<file path="config.mk">
export PLATFORM = sky130hd
export DESIGN_NAME = memory_dumper_flat
export DESIGN_NICKNAME = d
export VERILOG_FILES = /design/src/rtl/memory_dumper_if.sv /design/src/rtl/memory_dumper.sv /design/src/flat_wrapper.sv
export SDC_FILE = /design/constraint.sdc
export NUM_CORES = 1
export LEC_CHECK = 0
export CORE_UTILIZATION = 43
export CTS_CLUSTER_SIZE = 10
export DETAILED_ROUTE_END_ITERATION = 6
export PLACE_DENSITY = 0.76
export SYNTH_ARGS = -nofsm -noshare
export SYNTH_HDL_FRONTEND = slang
export SYNTH_SLANG_ARGS = --single-unit
</file>
<file path="constraint.sdc">
create_clock -name clock -period 2.7 [get_ports clock]
set_clock_uncertainty 0.15 [all_clocks]
set_input_delay 0.675 -clock clock [delete_from_list [all_inputs] [get_ports clock]]
set_output_delay 0.675 -clock clock [all_outputs]
set_load 0.01 [all_outputs]
</file>
<file path="src/rtl/memory_dumper_if.sv">
// Command/RAM/stream bundle for memory_dumper.
//   master: the dumper (drives mem_read/mem_addr and the out_* stream, busy, done)
//   slave : the environment (drives start/base_addr/word_count, mem_read_data, out_ready)
interface memory_dumper_if #(
    parameter int unsigned ADDR_WIDTH = 16,
    parameter int unsigned DATA_WIDTH = 16
);
    logic                  start;
    logic [ADDR_WIDTH-1:0] base_addr;
    logic [ADDR_WIDTH-1:0] word_count;
    logic                  mem_read;
    logic [ADDR_WIDTH-1:0] mem_addr;
    logic [DATA_WIDTH-1:0] mem_read_data;
    logic [DATA_WIDTH-1:0] out_data;
    logic [ADDR_WIDTH-1:0] out_addr;
    logic                  out_valid;
    logic                  out_ready;
    logic                  out_last;
    logic                  busy;
    logic                  done;

    modport master (
        input  start, base_addr, word_count, mem_read_data, out_ready,
        output mem_read, mem_addr, out_data, out_addr, out_valid, out_last, busy, done
    );

    modport slave (
        output start, base_addr, word_count, mem_read_data, out_ready,
        input  mem_read, mem_addr, out_data, out_addr, out_valid, out_last, busy, done
    );
endinterface

</file>
<file path="src/rtl/memory_dumper.sv">
// Reads word_count consecutive RAM words starting at base_addr and streams
// each one out with its address over a valid/ready handshake, 3 cycles/word.
//   clock : rising-edge clock
//   reset : asynchronous active-low reset
//   bus   : memory_dumper_if.master (start command, RAM read port, output stream, status)
// All outputs are registered; each flop is loaded from the next-state value
// so outputs line up with the state they belong to.
module memory_dumper #(
    parameter int unsigned ADDR_WIDTH = 16,
    parameter int unsigned DATA_WIDTH = 16
) (
    input  logic              clock,
    input  logic              reset,
    memory_dumper_if.master   bus
);

    typedef enum logic [2:0] {
        IDLE = 3'd0,
        READ = 3'd1,
        WAIT = 3'd2,
        SEND = 3'd3,
        DONE = 3'd4
    } state_t;

    state_t                state_q, state_d;
    logic [ADDR_WIDTH-1:0] addr_q, addr_d;
    logic [ADDR_WIDTH-1:0] remaining_q, remaining_d;
    logic [DATA_WIDTH-1:0] out_data_q, out_data_d;
    logic [ADDR_WIDTH-1:0] out_addr_q, out_addr_d;
    logic                  mem_read_q;
    logic                  out_valid_q;
    logic                  out_last_q;
    logic                  busy_q;
    logic                  done_q;

    // Next-state and datapath updates
    always_comb begin
        state_d     = state_q;
        addr_d      = addr_q;
        remaining_d = remaining_q;
        out_data_d  = out_data_q;
        out_addr_d  = out_addr_q;
        unique case (state_q)
            IDLE: begin
                if (bus.start) begin
                    addr_d      = bus.base_addr;
                    remaining_d = bus.word_count;
                    state_d     = (bus.word_count == ADDR_WIDTH'(0)) ? DONE : READ;
                end
            end
            READ: state_d = WAIT;
            WAIT: begin
                out_data_d = bus.mem_read_data;
                out_addr_d = addr_q;
                state_d    = SEND;
            end
            SEND: begin
                // out_valid is always high in SEND, so out_ready alone completes the handshake
                if (bus.out_ready) begin
                    if (remaining_q > ADDR_WIDTH'(1)) begin
                        remaining_d = remaining_q - ADDR_WIDTH'(1);
                        addr_d      = addr_q + ADDR_WIDTH'(1);
                        state_d     = READ;
                    end else begin
                        state_d = DONE;
                    end
                end
            end
            DONE: state_d = IDLE;
            default: state_d = IDLE;
        endcase
    end

    // State, datapath and registered outputs
    always_ff @(posedge clock or negedge reset) begin
        if (!reset) begin
            state_q     <= IDLE;
            addr_q      <= '0;
            remaining_q <= '0;
            out_data_q  <= '0;
            out_addr_q  <= '0;
            mem_read_q  <= 1'b0;
            out_valid_q <= 1'b0;
            out_last_q  <= 1'b0;
            busy_q      <= 1'b0;
            done_q      <= 1'b0;
        end else begin
            state_q     <= state_d;
            addr_q      <= addr_d;
            remaining_q <= remaining_d;
            out_data_q  <= out_data_d;
            out_addr_q  <= out_addr_d;
            mem_read_q  <= (state_d == READ);
            out_valid_q <= (state_d == SEND);
            out_last_q  <= (state_d == SEND) && (remaining_d == ADDR_WIDTH'(1));
            busy_q      <= (state_d != IDLE);
            done_q      <= (state_d == DONE);
        end
    end

    assign bus.mem_read  = mem_read_q;
    assign bus.mem_addr  = addr_q;
    assign bus.out_data  = out_data_q;
    assign bus.out_addr  = out_addr_q;
    assign bus.out_valid = out_valid_q;
    assign bus.out_last  = out_last_q;
    assign bus.busy      = busy_q;
    assign bus.done      = done_q;

endmodule
</file>
<file path="src/flat_wrapper.sv">
// flat-port wrapper written by rule: the top's interface ports become plain ports
module memory_dumper_flat 
#(
    parameter int unsigned ADDR_WIDTH = 16,
    parameter int unsigned DATA_WIDTH = 16
)
  (clock, reset, bus_start, bus_base_addr, bus_word_count, bus_mem_read_data, bus_out_ready, bus_mem_read, bus_mem_addr, bus_out_data, bus_out_addr, bus_out_valid, bus_out_last, bus_busy, bus_done);
  memory_dumper_if #(.ADDR_WIDTH(ADDR_WIDTH), .DATA_WIDTH(DATA_WIDTH)) bus_i ();
  input  logic clock;
  input  logic reset;
  input wire logic [$bits(bus_i.start)-1:0] bus_start;
  input wire logic [$bits(bus_i.base_addr)-1:0] bus_base_addr;
  input wire logic [$bits(bus_i.word_count)-1:0] bus_word_count;
  input wire logic [$bits(bus_i.mem_read_data)-1:0] bus_mem_read_data;
  input wire logic [$bits(bus_i.out_ready)-1:0] bus_out_ready;
  output wire logic [$bits(bus_i.mem_read)-1:0] bus_mem_read;
  output wire logic [$bits(bus_i.mem_addr)-1:0] bus_mem_addr;
  output wire logic [$bits(bus_i.out_data)-1:0] bus_out_data;
  output wire logic [$bits(bus_i.out_addr)-1:0] bus_out_addr;
  output wire logic [$bits(bus_i.out_valid)-1:0] bus_out_valid;
  output wire logic [$bits(bus_i.out_last)-1:0] bus_out_last;
  output wire logic [$bits(bus_i.busy)-1:0] bus_busy;
  output wire logic [$bits(bus_i.done)-1:0] bus_done;
  assign bus_i.start = bus_start;
  assign bus_i.base_addr = bus_base_addr;
  assign bus_i.word_count = bus_word_count;
  assign bus_i.mem_read_data = bus_mem_read_data;
  assign bus_i.out_ready = bus_out_ready;
  assign bus_mem_read = bus_i.mem_read;
  assign bus_mem_addr = bus_i.mem_addr;
  assign bus_out_data = bus_i.out_data;
  assign bus_out_addr = bus_i.out_addr;
  assign bus_out_valid = bus_i.out_valid;
  assign bus_out_last = bus_i.out_last;
  assign bus_busy = bus_i.busy;
  assign bus_done = bus_i.done;
  memory_dumper #(.ADDR_WIDTH(ADDR_WIDTH), .DATA_WIDTH(DATA_WIDTH)) u_core (.clock(clock), .reset(reset), .bus(bus_i));
endmodule
</file>
==> impl_summary.log <==
[metrics] top-count cell post-synth: sky130_fd_sc_hd__dfrtp_1
[metrics] number of flops mapped to enable cells by yosys: 0
[metrics] Arr. time, crit path: 2.87 ns
[metrics] Unique masters post-synth: 58
[metrics] unrepaired setup endpoints after global routing: true
[metrics] share of the cycle needed by the critical path after routing: 102%
[metrics] Post-Synthesis Cell Area: 0.00366 sq mm
[metrics] average routed wire per standard cell: 18.4 um
[metrics] Iter 0 DRT Violations: 278
[metrics] crit path capture type: flip-flop
[metrics] initial core utilization: 44.5%
[metrics] Vias per Instance: 5.89
[metrics] Clock Tree Root: sky130_fd_sc_hd__clkbuf_8
[metrics] number of pins with negative max-slew slack in the final report: 0
[metrics] violated checks: setup timing
[metrics] number of vias in the routed layout: 3,714
[metrics] floorplan die area: 0.00888 sq mm
[metrics] Lkg Pwr: 2.32 nW
[metrics] total global routing overflow: 0
[metrics] Std-Cell Rows: 33
[metrics] pin count of the biggest net entering global routing: 73
[metrics] result of the run: finished with violations
[metrics] Async S/R FF share, synth: 100%
[metrics] Clk pin slew, worst setup/hold paths: 0.09 ns
[metrics] worst hold-check slack: 0.275 ns
[metrics] min cycle time layout: 2.75 ns
[metrics] TritonCTS clock tree: yes
[metrics] number of buffers created by CTS: 9
[metrics] reg-to-reg endpoint: u_core.bus.out_last$_DFF_PN0_
[metrics] Tot GR Track Use: 27.5%
[metrics] startpoint of the most critical register-to-register path: u_core.remaining_q[0]$_DFF_PN0_
[metrics] data required time at the worst endpoint: 2.83 ns
[metrics] utilization after layout: 68.7%
[metrics] actual transition at the worst max-transition pin: 0.931 ns
[metrics] Setup Viol. Count Final: 1
[metrics] Max-cap violations: 0
[metrics] kind of launch point of the worst setup path: flip-flop
[metrics] placeable core region: 0.00822 sq mm
[metrics] Die Ht: 94.2 um
[metrics] number of warning messages in the yosys log: 0
[metrics] vias in the first global route: 3,737
[metrics] flop2flop setup slack: -0.05 ns
[metrics] post-detail-place hpwl: 8240 um
[metrics] H-tree depth: 3
[metrics] n_diodes: 0
[metrics] total I/O pin count: 105
[metrics] cell area power density: 1220 mW/mm^2
[metrics] die boundary width: 94.2 um
[metrics] Crit Path Class: flip-flop to flip-flop
[metrics] post-synthesis cell type with the largest combined area: sky130_fd_sc_hd__dfrtp_1
[metrics] clock latency of the later-clocked register in the worst-skew pair: 0.36 ns
[metrics] global-route wire length before repair: 18,500 um
[metrics] Max Clock Freq: 364 MHz
[metrics] number of antenna violations at the first check in global routing: 0
[metrics] met1 Resource Use GR: 34.3%
[metrics] number of input and output port buffers inserted: 104
[metrics] GRT met3 Usage: 5.34%
[metrics] VDD IR max: 0.635 mV
[metrics] synth top area cells: sky130_fd_sc_hd__dfrtp_1 49%, sky130_fd_sc_hd__mux2_2 10%, sky130_fd_sc_hd__nand2_1 3.5%, sky130_fd_sc_hd__a21oi_1 3.4%, sky130_fd_sc_hd__nand3_1 2.9%
[metrics] CTS max path bufs: 2
[metrics] Final #Nets: 576
[metrics] synthesized area divided by synthesized cell count: 10.3 sq um
[metrics] final weighted congestion of routability-driven global placement: 0.932
[metrics] number of flip-flops and latches in the synthesized netlist: 72
[metrics] Max-slew headroom: 37.9%
[metrics] detailed-routing iteration count for the pre-antenna-repair pass: 5
[metrics] count of clock tree sinks: 72
[metrics] type of the most critical hold path: primary input to asynchronous set/reset pin
[metrics] Worst Setup Slack post-DPL: -0.589 ns
[metrics] DRT antenna net count: 0
[metrics] Area Overhead vs Synth: 54.4%
[metrics] filler-free cell count of the finished design: 631
[metrics] largest driver fanout on the critical path: 3
[metrics] Hold Vio Cnt, Final: 0
[metrics] most used flip-flop cell after synthesis: sky130_fd_sc_hd__dfrtp_1
[metrics] final wirelength: 11,600 um
[metrics] grt peak-use layer: met2
[metrics] Worst R2R Path Depth: 10
[metrics] synthesized net count: 410
[metrics] Final WS setup: -0.0453 ns
[metrics] fraction of synthesized cell area taken by the top area cell type: 49.3%
[metrics] DR DRC count: 0
[metrics] Seq/Total Area, Yosys: 49.3%
[metrics] placed cell count: 607
[metrics] total power: 6.87 mW
[metrics] top cells by instance count after synthesis: 72 x sky130_fd_sc_hd__dfrtp_1, 34 x sky130_fd_sc_hd__nand2_1, 33 x sky130_fd_sc_hd__mux2_2
[metrics] met2 track utilization from global routing: 45.9%
[metrics] layout cells sized above 1: 28.1%
[metrics] Post-Synthesis Cells: 355
## where the power goes
group	internal, mW	leakage (nW)	switching, mW
logic	2.07	1.37	1.80
clock network	0.526	0.107	0.445
registers	1.58	0.850	0.436
## worst max path at each step
stage               cells after the start                             from  slack [ns]                             to
finish                                 10  u_core.remaining_q[0]$_DFF_PN0_       -0.05  u_core.bus.out_last$_DFF_PN0_
global route                            9  u_core.remaining_q[0]$_DFF_PN0_       -0.10  u_core.bus.out_last$_DFF_PN0_
CTS                                    10  u_core.remaining_q[0]$_DFF_PN0_       -0.02  u_core.bus.out_last$_DFF_PN0_
detailed placement                      8                    bus_out_ready       -0.59  u_core.bus.out_last$_DFF_PN0_
global placement                        8                    bus_out_ready       -0.56  u_core.bus.out_last$_DFF_PN0_
floorplan                               7                    bus_out_ready       0.009  u_core.bus.out_last$_DFF_PN0_
## state kept, by name (all words and copies together), names as in the netlist
register and flops:
u_core.bus.mem_addr 16, u_core.bus.out_addr 16, u_core.bus.out_data 16, u_core.remaining_q 16
u_core.state_q 3, u_core.bus.busy 1, u_core.bus.done 1, u_core.bus.mem_read 1
u_core.bus.out_last 1, u_core.bus.out_valid 1
## final cells by class
class / instances / area [sq um]
Tap cell: 105 / 131
Clock buffer: 10 / 128
Inverter: 3 / 11.3
Multi-Input combinational cell: 261 / 1890
Timing Repair Buffer: 174 / 1590
Clock inverter: 6 / 90.1
Sequential cell: 72 / 1800
Fill cell: 627 / 2570
## worst max-delay path, cell delays in order, from the launching register on
cell and delay, ns:
sky130_fd_sc_hd__dfrtp_1 0.41, sky130_fd_sc_hd__inv_1 0.08, sky130_fd_sc_hd__ha_2 0.22, sky130_fd_sc_hd__nor2_4 0.05, sky130_fd_sc_hd__nand3b_1 0.27, sky130_fd_sc_hd__o21ai_4 0.23, sky130_fd_sc_hd__buf_6 0.12, sky130_fd_sc_hd__nor4_1 0.04
sky130_fd_sc_hd__a211o_1 0.31, sky130_fd_sc_hd__or4_4 0.53, sky130_fd_sc_hd__nor4_2 0.26
## kinds of logic after synthesis
kind of cell / count (synthesis) / share of synthesized area, %
flops: 72 / 49.3
fa+ha+maj: 3 / 1.03
simple gates: 139 / 21.5
mux: 34 / 10.4
buf+inv: 22 / 2.43
compound gates: 85 / 15.4
## routing by layer
layer	up-vias	wire, um
li1	1664	-
met1	1815	4720
met2	207	5680
met3	28	879
met4	0	336
met5	-	0
## cells in the final DEF, fill, tap and decap left out, types with 3 or more instances in the layout
cell                                n
sky130_fd_sc_hd__nand2_1           34
sky130_fd_sc_hd__nand3b_1           5
sky130_fd_sc_hd__nor2_4             3
sky130_fd_sc_hd__dfrtp_1           72
sky130_fd_sc_hd__clkbuf_8           9
sky130_fd_sc_hd__clkdlybuf4s50_1  101
sky130_fd_sc_hd__inv_1              3
sky130_fd_sc_hd__o311ai_0           5
sky130_fd_sc_hd__nor3_1             6
sky130_fd_sc_hd__mux2_2            32
sky130_fd_sc_hd__buf_4             67
sky130_fd_sc_hd__a31oi_1            3
sky130_fd_sc_hd__nor2_1            23
sky130_fd_sc_hd__nand3_1           21
sky130_fd_sc_hd__o22ai_1            3
sky130_fd_sc_hd__nand2b_1           3
sky130_fd_sc_hd__nor4_2             4
sky130_fd_sc_hd__o21ai_0           16
sky130_fd_sc_hd__and3_1             7
sky130_fd_sc_hd__nand4b_1           4
sky130_fd_sc_hd__o211ai_1           6
sky130_fd_sc_hd__a21oi_1           24
sky130_fd_sc_hd__or3_1              4
## per-stage QoR
step / setup TNS [ns] / area, sq um
after floorplan: 0 / 3680
after global placement: -2.44 / 5250
after detailed placement: -2.72 / 5250
after CTS: -0.0225 / 5630
after global routing: -0.102 / 5640
final: -0.0453 / 5640
## what timing repair did
action,in CTS,in global routing
hold buffers,0,0
setup endpoints to repair,3,3
pin swaps,9,3
resized for setup,20,4
setup buffers,8,0
No activity file was read; power rests on OpenSTA's default activity.
